File: src/rtl/apb_multi_slave_mem_pkg.sv
// Shared APB types: transfer direction, error/protection codes and slave FSM states.
package apb_global_pkg;

  typedef enum logic {
    NO_ERROR    = 1'b0,
    SLAVE_ERROR = 1'b1
  } slave_error_e;

  typedef enum logic {
    READ  = 1'b0,
    WRITE = 1'b1
  } tx_type_e;

  typedef enum logic [2:0] {
    NORMAL_SECURE_DATA         = 3'b000,
    PRIVILEGED_SECURE_DATA     = 3'b001,
    NORMAL_NONSECURE_DATA      = 3'b010,
    PRIVILEGED_NONSECURE_DATA  = 3'b011,
    NORMAL_SECURE_INSTR        = 3'b100,
    PRIVILEGED_SECURE_INSTR    = 3'b101,
    NORMAL_NONSECURE_INSTR     = 3'b110,
    PRIVILEGED_NONSECURE_INSTR = 3'b111
  } protection_type_e;

  typedef enum logic {
    IDLE   = 1'b0,
    ACCESS = 1'b1
  } apb_slave_state_e;

  localparam int unsigned PROT_NONSECURE_BIT = 1;

endpackage

File: src/rtl/apb_strb_mem.sv
// One slave region: DEPTH x DATA_WIDTH register array, byte-lane writes, synchronous clear.
module apb_strb_mem #(
  parameter int DEPTH      = 16,
  parameter int DATA_WIDTH = 32,
  parameter int IDX_WIDTH  = 4
) (
  input  logic                    clk,
  input  logic                    clear,
  input  logic                    we,
  input  logic [IDX_WIDTH-1:0]    idx,
  input  logic [DATA_WIDTH-1:0]   wdata,
  input  logic [DATA_WIDTH/8-1:0] wstrb,
  output logic [DATA_WIDTH-1:0]   rdata
);

  logic [DATA_WIDTH-1:0] mem [DEPTH];

  always_ff @(posedge clk) begin
    if (clear) begin
      for (int unsigned i = 0; i < DEPTH; i++) mem[i] <= '0;
    end else if (we) begin
      for (int unsigned b = 0; b < DATA_WIDTH/8; b++)
        if (wstrb[b]) mem[idx][8*b +: 8] <= wdata[8*b +: 8];
    end
  end

  assign rdata = mem[idx];

endmodule

File: src/rtl/apb_multi_slave_mem.sv
// APB slave with NO_OF_SLAVES strobe-writable memory regions, wait states and error counting.
// Optional secure-slave check enabled by defining APB_SLAVE_PROT_CHECK_EN.
module apb_multi_slave_mem
  import apb_global_pkg::*;
#(
  parameter int NO_OF_SLAVES       = 2,
  parameter int ADDRESS_WIDTH      = 32,
  parameter int DATA_WIDTH         = 32,
  parameter int SLAVE_MEMORY_DEPTH = 16,
  parameter logic [NO_OF_SLAVES-1:0] SECURE_MASK = '0
) (
  input  logic                    pclk,
  input  logic                    preset,
  input  logic [NO_OF_SLAVES-1:0] pselx,
  input  logic                    penable,
  input  logic                    pwrite,
  input  logic [ADDRESS_WIDTH-1:0] paddr,
  input  logic [DATA_WIDTH-1:0]   pwdata,
  input  logic [DATA_WIDTH/8-1:0] pstrb,
  input  logic [2:0]              pprot,
  input  logic [3:0]              wait_cfg,
  output logic [DATA_WIDTH-1:0]   prdata,
  output logic                    pready,
  output logic                    pslverr,
  output logic [15:0]             err_count
);

  localparam int unsigned AL = $clog2(DATA_WIDTH/8);
  localparam int unsigned IW = (SLAVE_MEMORY_DEPTH > 1) ? $clog2(SLAVE_MEMORY_DEPTH) : 1;
  localparam int unsigned SW = (NO_OF_SLAVES > 1) ? $clog2(NO_OF_SLAVES) : 1;

  apb_slave_state_e          state_q;
  logic [3:0]                cnt_q;
  logic [IW-1:0]             idx_q;
  logic [DATA_WIDTH-1:0]     wdata_q;
  logic [DATA_WIDTH/8-1:0]   strb_q;
  tx_type_e                  dir_q;
  logic [NO_OF_SLAVES-1:0]   sel_q;
  slave_error_e              err_q;

  logic multi_sel, out_of_range, misaligned, prot_fault, setup_err;
  logic unused_prot;

  always_comb begin
    multi_sel    = $countones(pselx) > 1;
    out_of_range = (paddr >> AL) >= ADDRESS_WIDTH'(SLAVE_MEMORY_DEPTH);
    misaligned   = (paddr & ADDRESS_WIDTH'((1 << AL) - 1)) != '0;
`ifdef APB_SLAVE_PROT_CHECK_EN
    prot_fault   = pprot[PROT_NONSECURE_BIT] && ((pselx & SECURE_MASK) != '0);
`else
    prot_fault   = 1'b0;
`endif
    setup_err    = multi_sel || out_of_range || misaligned || prot_fault;
  end

`ifdef APB_SLAVE_PROT_CHECK_EN
  assign unused_prot = ^{pprot[2], pprot[0]};
`else
  assign unused_prot = ^{pprot, SECURE_MASK};
`endif

  // Completion is combinational on penable so a zero-wait transfer finishes in its first ACCESS cycle.
  assign pready  = !preset && (state_q == ACCESS) && (cnt_q == '0) && penable;
  assign pslverr = pready && (err_q == SLAVE_ERROR);

  always_ff @(posedge pclk) begin
    if (preset) begin
      state_q   <= IDLE;
      cnt_q     <= '0;
      err_count <= '0;
      idx_q     <= '0;
      wdata_q   <= '0;
      strb_q    <= '0;
      dir_q     <= READ;
      sel_q     <= '0;
      err_q     <= NO_ERROR;
    end else begin
      case (state_q)
        IDLE: begin
          if (pselx != '0 && !penable) begin
            idx_q   <= paddr[AL +: IW];
            wdata_q <= pwdata;
            strb_q  <= pstrb;
            dir_q   <= pwrite ? WRITE : READ;
            sel_q   <= pselx;
            cnt_q   <= wait_cfg;
            err_q   <= setup_err ? SLAVE_ERROR : NO_ERROR;
            state_q <= ACCESS;
          end
        end
        ACCESS: begin
          if (pready) begin
            state_q <= IDLE;
            if (err_q == SLAVE_ERROR && err_count != '1) err_count <= err_count + 16'd1;
          end else if (pselx == '0) begin
            state_q <= IDLE;
          end else if (penable && cnt_q != '0) begin
            cnt_q <= cnt_q - 4'd1;
          end
        end
        default: state_q <= IDLE;
      endcase
    end
  end

  logic [DATA_WIDTH-1:0] rdata [NO_OF_SLAVES];
  logic [SW-1:0]         sel_idx;

  always_comb begin
    sel_idx = '0;
    for (int unsigned i = 0; i < NO_OF_SLAVES; i++)
      if (sel_q[i]) sel_idx = SW'(i);
  end

  for (genvar g = 0; g < NO_OF_SLAVES; g++) begin : g_slave
    logic we;
    assign we = pready && (dir_q == WRITE) && (err_q == NO_ERROR) && sel_q[g];
    apb_strb_mem #(
      .DEPTH      (SLAVE_MEMORY_DEPTH),
      .DATA_WIDTH (DATA_WIDTH),
      .IDX_WIDTH  (IW)
    ) u_mem (
      .clk   (pclk),
      .clear (preset),
      .we    (we),
      .idx   (idx_q),
      .wdata (wdata_q),
      .wstrb (strb_q),
      .rdata (rdata[g])
    );
  end

  assign prdata = (pready && dir_q == READ && err_q == NO_ERROR) ? rdata[sel_idx] : '0;

endmodule

File: config.mk
export PLATFORM = sky130hd
export DESIGN_NAME = apb_multi_slave_mem
export DESIGN_NICKNAME = d
export VERILOG_FILES = /design/src/rtl/apb_multi_slave_mem_pkg.sv /design/src/rtl/apb_strb_mem.sv /design/src/rtl/apb_multi_slave_mem.sv
export SDC_FILE = /design/constraint.sdc
export NUM_CORES = 2
export LEC_CHECK = 0
export CELL_PAD_IN_SITES_DETAIL_PLACEMENT = 0
export CELL_PAD_IN_SITES_GLOBAL_PLACEMENT = 1
export CORE_UTILIZATION = 52
export CTS_CLUSTER_SIZE = 12
export DETAILED_ROUTE_END_ITERATION = 7
export GPL_ROUTABILITY_DRIVEN = 1
export GPL_TIMING_DRIVEN = 0
export PLACE_DENSITY = 0.78
export SLEW_MARGIN = 20
export SYNTH_ARGS = -nofsm -noshare
export SYNTH_HDL_FRONTEND = slang
export SYNTH_SLANG_ARGS = --single-unit
File: constraint.sdc
create_clock -name pclk -period 2.81 [get_ports pclk]
set_input_delay 0.4215 -clock pclk [delete_from_list [all_inputs] [get_ports pclk]]
set_output_delay 0.4215 -clock pclk [all_outputs]
set_load 0.005 [all_outputs]
==> impl_metrics.xml <==
<?xml version="1.0" encoding="UTF-8"?>
<metrics>
  <group name="timing">
    <metric name="holdWs" unit="ns">0.260</metric>
    <metric name="maxSlewHeadroom" unit="">0.202</metric>
    <metric name="tightestPinTransition" unit="ns">1.20</metric>
    <metric name="layout_worst_path_cycle_share" unit="">1.27</metric>
    <metric name="fin_ws" unit="ns">-0.753</metric>
    <metric name="clock_skew" unit="ns">0.0450</metric>
    <metric name="setup_violations" unit="">140</metric>
    <metric name="grt_setup_unrepaired" unit="">true</metric>
    <metric name="slew_violations" unit="">0</metric>
    <metric name="clock.fmax" unit="MHz">281</metric>
    <metric name="final.min_clock_period" unit="ns">3.56</metric>
    <metric name="timing_hold_violations_final" unit="">0</metric>
  </group>
  <group name="worst_hold_path">
    <metric name="worstHoldPathType" unit="">primary input to flip-flop</metric>
    <metric name="hold_path_end" unit="">dir_q</metric>
    <metric name="hp-start" unit="">pwrite</metric>
    <metric name="worst_hold_path.num_cells" unit="">3</metric>
  </group>
  <group name="clock_tree">
    <metric name="clk_pin_slew" unit="ns">0.06</metric>
    <metric name="cts.path.max_buffers" unit="">3</metric>
    <metric name="cts-root-buf" unit="">sky130_fd_sc_hd__clkbuf_16</metric>
    <metric name="clk-insertion-delay-late" unit="ns">0.72</metric>
    <metric name="cts.htree.levels" unit="">3</metric>
    <metric name="cts_made_buffers" unit="">112</metric>
    <metric name="cts_tree" unit="">built</metric>
    <metric name="cts_sinks" unit="">1093</metric>
  </group>
  <group name="power">
    <metric name="finalPower" unit="mW">36.5</metric>
    <metric name="irDropWorstVdd" unit="uV">481</metric>
    <metric name="total_leakage_power" unit="nW">24.7</metric>
    <metric name="power.density" unit="nW/um^2">604</metric>
  </group>
  <group name="detailed_routing">
    <metric name="detail-route-antenna-nets" unit="">0</metric>
    <metric name="number_of_detailed_routing_iterations_run_before_antenna_repair" unit="">6</metric>
    <metric name="route.final.wire_length" unit="mm">187</metric>
    <metric name="drtIter0Drc" unit="">5738</metric>
    <metric name="drt_drc_violations_left" unit="">0</metric>
    <metric name="wl_per_cell" unit="um">35.3</metric>
    <metric name="detail_route.vias_per_cell" unit="">6.81</metric>
    <metric name="vias" unit="">36200</metric>
  </group>
  <group name="critical_path">
    <metric name="crit_path_max_fanout" unit="">6</metric>
    <metric name="timing.reg2reg.worst_path_depth" unit="">7</metric>
    <metric name="rrSetupSlack" unit="ns">-0.08</metric>
    <metric name="regToRegEndpoint" unit="">g_slave[1].u_mem.mem[8][15]</metric>
    <metric name="critical_path.startpoint_type" unit="">flip-flop</metric>
    <metric name="startpoint_of_the_lowest_slack_register_to_register_path" unit="">idx_q[3]</metric>
    <metric name="cp.required" unit="ns">2.39</metric>
    <metric name="worstPathArrival" unit="ns">3.14</metric>
    <metric name="criticalPathCategory" unit="">flip-flop to output pin</metric>
    <metric name="capturing_element_type_of_the_critical_path" unit="">output pin</metric>
  </group>
  <group name="global_route">
    <metric name="grt_use_met1" unit="">0.505</metric>
    <metric name="grt_overflow" unit="">0</metric>
    <metric name="layer_with_the_highest_usage" unit="">met2</metric>
    <metric name="grt_start_max_net_pins" unit="">19</metric>
    <metric name="globalRouteTotalUtil" unit="">0.382</metric>
    <metric name="grt_util_met2" unit="">0.558</metric>
    <metric name="grt_pass1_vias" unit="">34800</metric>
    <metric name="global_route.usage.met3" unit="">0.132</metric>
    <metric name="antenna_found_initial" unit="">13</metric>
    <metric name="grt_pass1_wl" unit="mm">260</metric>
  </group>
  <group name="die">
    <metric name="dieHeight" unit="um">313</metric>
    <metric name="dieWidth" unit="um">313</metric>
    <metric name="start_util" unit="">0.528</metric>
    <metric name="core_region_area" unit="um^2">95400</metric>
    <metric name="die_area" unit="um^2">98200</metric>
    <metric name="floorplan.rows" unit="">113</metric>
    <metric name="design.portCount" unit="">131</metric>
  </group>
  <group name="synth">
    <metric name="synth_warnings" unit="">0</metric>
    <metric name="syn_std_cell_area" unit="um^2">50400</metric>
    <metric name="synth.ff_latch_count" unit="">1093</metric>
    <metric name="synth_async_sr_flop_share" unit="">0</metric>
    <metric name="register_area_share_after_synthesis" unit="">0.638</metric>
    <metric name="syn_avg_cell_area" unit="um^2">14.0</metric>
    <metric name="synth_edf_count" unit="">1024</metric>
    <metric name="synth_cells" unit="">3593</metric>
    <metric name="ys.flop_type" unit="">sky130_fd_sc_hd__edfxtp_1</metric>
    <metric name="synth_nets" unit="">3677</metric>
    <metric name="synth.lib_cells_used.distinct" unit="">58</metric>
  </group>
  <group name="place">
    <metric name="preCtsSetupSlack" unit="ns">-1.92</metric>
    <metric name="routability_congestion_estimate_from_global_placement" unit="">0.975</metric>
    <metric name="port_buffers" unit="">127</metric>
    <metric name="place.detailed.instances" unit="">4995</metric>
    <metric name="hpwl" unit="mm">131</metric>
  </group>
  <group name="final_layout">
    <metric name="synth_to_layout_area_growth" unit="%">19.9</metric>
    <metric name="ratio_of_cells_with_drive_above_1_in_the_final_layout" unit="">0.257</metric>
    <metric name="final_cell_count_no_fill" unit="">5312</metric>
    <metric name="nNetsFinal" unit="">4034</metric>
    <metric name="fillers" unit="">7058</metric>
  </group>
  <group name="status">
    <metric name="run_status" unit="">complete, but fails checks</metric>
    <metric name="violated_checks" unit="">setup timing</metric>
  </group>
  <group name="flow_run">
    <metric name="cap_viol_max_count" unit="">0</metric>
  </group>
</metrics>
-- placed cells by master, fill, tap and decap left out, types with 11 or more instances in the layout --
cell type                         instances
sky130_fd_sc_hd__a21oi_1                 52
sky130_fd_sc_hd__a22o_1                  18
sky130_fd_sc_hd__a22o_4                  13
sky130_fd_sc_hd__a22oi_1                 38
sky130_fd_sc_hd__a22oi_2                 86
sky130_fd_sc_hd__and2_1                 128
sky130_fd_sc_hd__and3_1                 908
sky130_fd_sc_hd__buf_12                  48
sky130_fd_sc_hd__buf_16                  20
sky130_fd_sc_hd__buf_2                   54
sky130_fd_sc_hd__buf_4                   89
sky130_fd_sc_hd__buf_6                   45
sky130_fd_sc_hd__clkbuf_1               277
sky130_fd_sc_hd__clkbuf_16              116
sky130_fd_sc_hd__clkbuf_2                50
sky130_fd_sc_hd__clkbuf_4                15
sky130_fd_sc_hd__clkbuf_8                19
sky130_fd_sc_hd__clkdlybuf4s50_1         93
sky130_fd_sc_hd__clkinv_1                16
sky130_fd_sc_hd__clkinv_2                13
sky130_fd_sc_hd__dfxtp_1                 67
sky130_fd_sc_hd__diode_2                 12
sky130_fd_sc_hd__edfxtp_1              1024
sky130_fd_sc_hd__inv_1                   11
sky130_fd_sc_hd__mux4_2                 255
sky130_fd_sc_hd__nand2_1                248
sky130_fd_sc_hd__nand2_2                 84
sky130_fd_sc_hd__nand2_4                 44
sky130_fd_sc_hd__nor2_1                  25
sky130_fd_sc_hd__nor2_4                  11
sky130_fd_sc_hd__nor3_4                  11
sky130_fd_sc_hd__nor4_1                  11
-- synthesized netlist by cell type (2+ instances only) --
| cell type | instances | area (um^2) |
|---|---|---|
| sky130_fd_sc_hd__edfxtp_1 | 1024 | 30700 |
| sky130_fd_sc_hd__and3_1 | 908 | 5680 |
| sky130_fd_sc_hd__nand2_1 | 375 | 1410 |
| sky130_fd_sc_hd__clkbuf_1 | 323 | 1210 |
| sky130_fd_sc_hd__mux4_2 | 255 | 5740 |
| sky130_fd_sc_hd__and2_1 | 130 | 813 |
| sky130_fd_sc_hd__a22oi_1 | 124 | 931 |
| sky130_fd_sc_hd__dfxtp_1 | 69 | 1380 |
| sky130_fd_sc_hd__buf_2 | 57 | 285 |
| sky130_fd_sc_hd__a21oi_1 | 52 | 260 |
| sky130_fd_sc_hd__nor2_1 | 37 | 139 |
| sky130_fd_sc_hd__buf_4 | 33 | 248 |
| sky130_fd_sc_hd__a22o_1 | 31 | 272 |
| sky130_fd_sc_hd__buf_6 | 14 | 158 |
| sky130_fd_sc_hd__o21ai_0 | 14 | 70.1 |
| sky130_fd_sc_hd__inv_1 | 13 | 48.8 |
| sky130_fd_sc_hd__nor4_1 | 11 | 68.8 |
| sky130_fd_sc_hd__nor2b_1 | 10 | 62.6 |
| sky130_fd_sc_hd__nor3_1 | 9 | 45.0 |
| sky130_fd_sc_hd__or2_2 | 9 | 56.3 |
| sky130_fd_sc_hd__buf_1 | 7 | 26.3 |
| sky130_fd_sc_hd__mux2i_1 | 7 | 70.1 |
| sky130_fd_sc_hd__nand4_1 | 6 | 37.5 |
| sky130_fd_sc_hd__nor3_2 | 6 | 60.1 |
| sky130_fd_sc_hd__or3_1 | 6 | 37.5 |
| sky130_fd_sc_hd__xnor2_1 | 6 | 52.6 |
| sky130_fd_sc_hd__nand2b_1 | 5 | 31.3 |
| sky130_fd_sc_hd__nand3_1 | 5 | 25.0 |
| sky130_fd_sc_hd__o21ai_1 | 5 | 25.0 |
| sky130_fd_sc_hd__clkbuf_2 | 4 | 20.0 |
| sky130_fd_sc_hd__a21o_1 | 3 | 22.5 |
| sky130_fd_sc_hd__ha_1 | 3 | 37.5 |
| sky130_fd_sc_hd__o311a_1 | 3 | 30.0 |
| sky130_fd_sc_hd__a211oi_1 | 2 | 15.0 |
| sky130_fd_sc_hd__a31oi_1 | 2 | 12.5 |
| sky130_fd_sc_hd__nand3_2 | 2 | 20.0 |
| sky130_fd_sc_hd__xor2_1 | 2 | 17.5 |
-- per-layer routing --
layer / routed length (um) / up-vias
met5: 101 / -
met4: 11900 / 14
met3: 28000 / 591
met2: 81300 / 2968
met1: 66100 / 18100
li1: - / 14500
-- flip-flops by register name, summed over array words and instances (netlist names), named ones only --
| name | count |
|---|---|
| err_count | 16 |
| sel_q | 2 |
| dir_q | 1 |
| cnt_q | 4 |
| wdata_q | 32 |
| idx_q | 4 |
| strb_q | 4 |
| err_q | 1 |
| g_slave.u_mem.mem | 1024 |
| state_q | 1 |
-- cell type report --
cell class	count	area, um^2	area share
Buffer	425	2630	0.0435
Tap cell	1265	1580	0.0262
Inverter	14	55.1	0.000911
Antenna cell	12	30.0	0.000497
Clock inverter	39	332	0.00549
Sequential cell	1093	32100	0.532
Multi-Input combinational cell	2048	17600	0.292
Clock buffer	160	3130	0.0517
Timing Repair Buffer	256	2890	0.0479
-- worst max-delay path by stage --
stage,endpoint,depth (start not counted),slack [ns],startpoint
after global routing,prdata[27],10,-0.75,flip-flop
final,prdata[27],10,-0.75,flip-flop
after global placement,prdata[16],9,-1.91,penable
after floorplan,g_slave[0].u_mem.mem[0][10],11,0.56,cnt_q[0]
after detailed placement,prdata[16],9,-1.92,penable
after CTS,prdata[17],11,-0.77,flip-flop
-- power by group --
part           leakage, nW  switching (mW)  internal, mW
clock                 1.69            6.46          8.06
sequential            11.2           0.252          18.3
combinational         11.8            2.20          1.26
total                 24.7            8.91          27.6
-- repair_timing --
item,CTS,global route
setup endpoints to repair,1258,907
buffers inserted,92,19
hold buffers,0,0
gates cloned,11,0
gates resized for setup,626,156
pin swaps,126,48
-- kinds of logic (layout without fill, tap and decap cells) --
kind of cell | count (synthesis) | count (layout) | share of synthesized area
compound gates | 245 | 245 | 0.0342
mux | 264 | 264 | 0.116
fa+ha+maj | 3 | 3 | 0.000745
buf+inv | 452 | 894 | 0.0397
xor+xnor | 8 | 8 | 0.00139
flops | 1093 | 1093 | 0.638
simple gates | 1528 | 1528 | 0.170
other cells | 0 | 12 | 0
-- per-stage QoR --
stage                     TNS (ns)   util  cell area (um^2)
after floorplan                  0      -             50400
after global placement    -1285.69  0.558             53200
after detailed placement  -1068.87  0.560             53400
after CTS                   -21.90  0.627             59900
after global routing        -21.30  0.633             60400
final                       -22.77  0.633             60400
-- critical path, cell delays in order (launching register included) --
cell,delay (ns)
sky130_fd_sc_hd__dfxtp_2,0.35
sky130_fd_sc_hd__clkbuf_16,0.16
sky130_fd_sc_hd__buf_12,0.13
sky130_fd_sc_hd__buf_16,0.14
sky130_fd_sc_hd__buf_6,0.10
sky130_fd_sc_hd__buf_6,0.08
sky130_fd_sc_hd__mux4_2,0.49
sky130_fd_sc_hd__a22oi_2,0.42
sky130_fd_sc_hd__nand2_2,0.14
sky130_fd_sc_hd__a22o_1,0.28
sky130_fd_sc_hd__buf_2,0.15
Power figures use the tool's default switching activity.
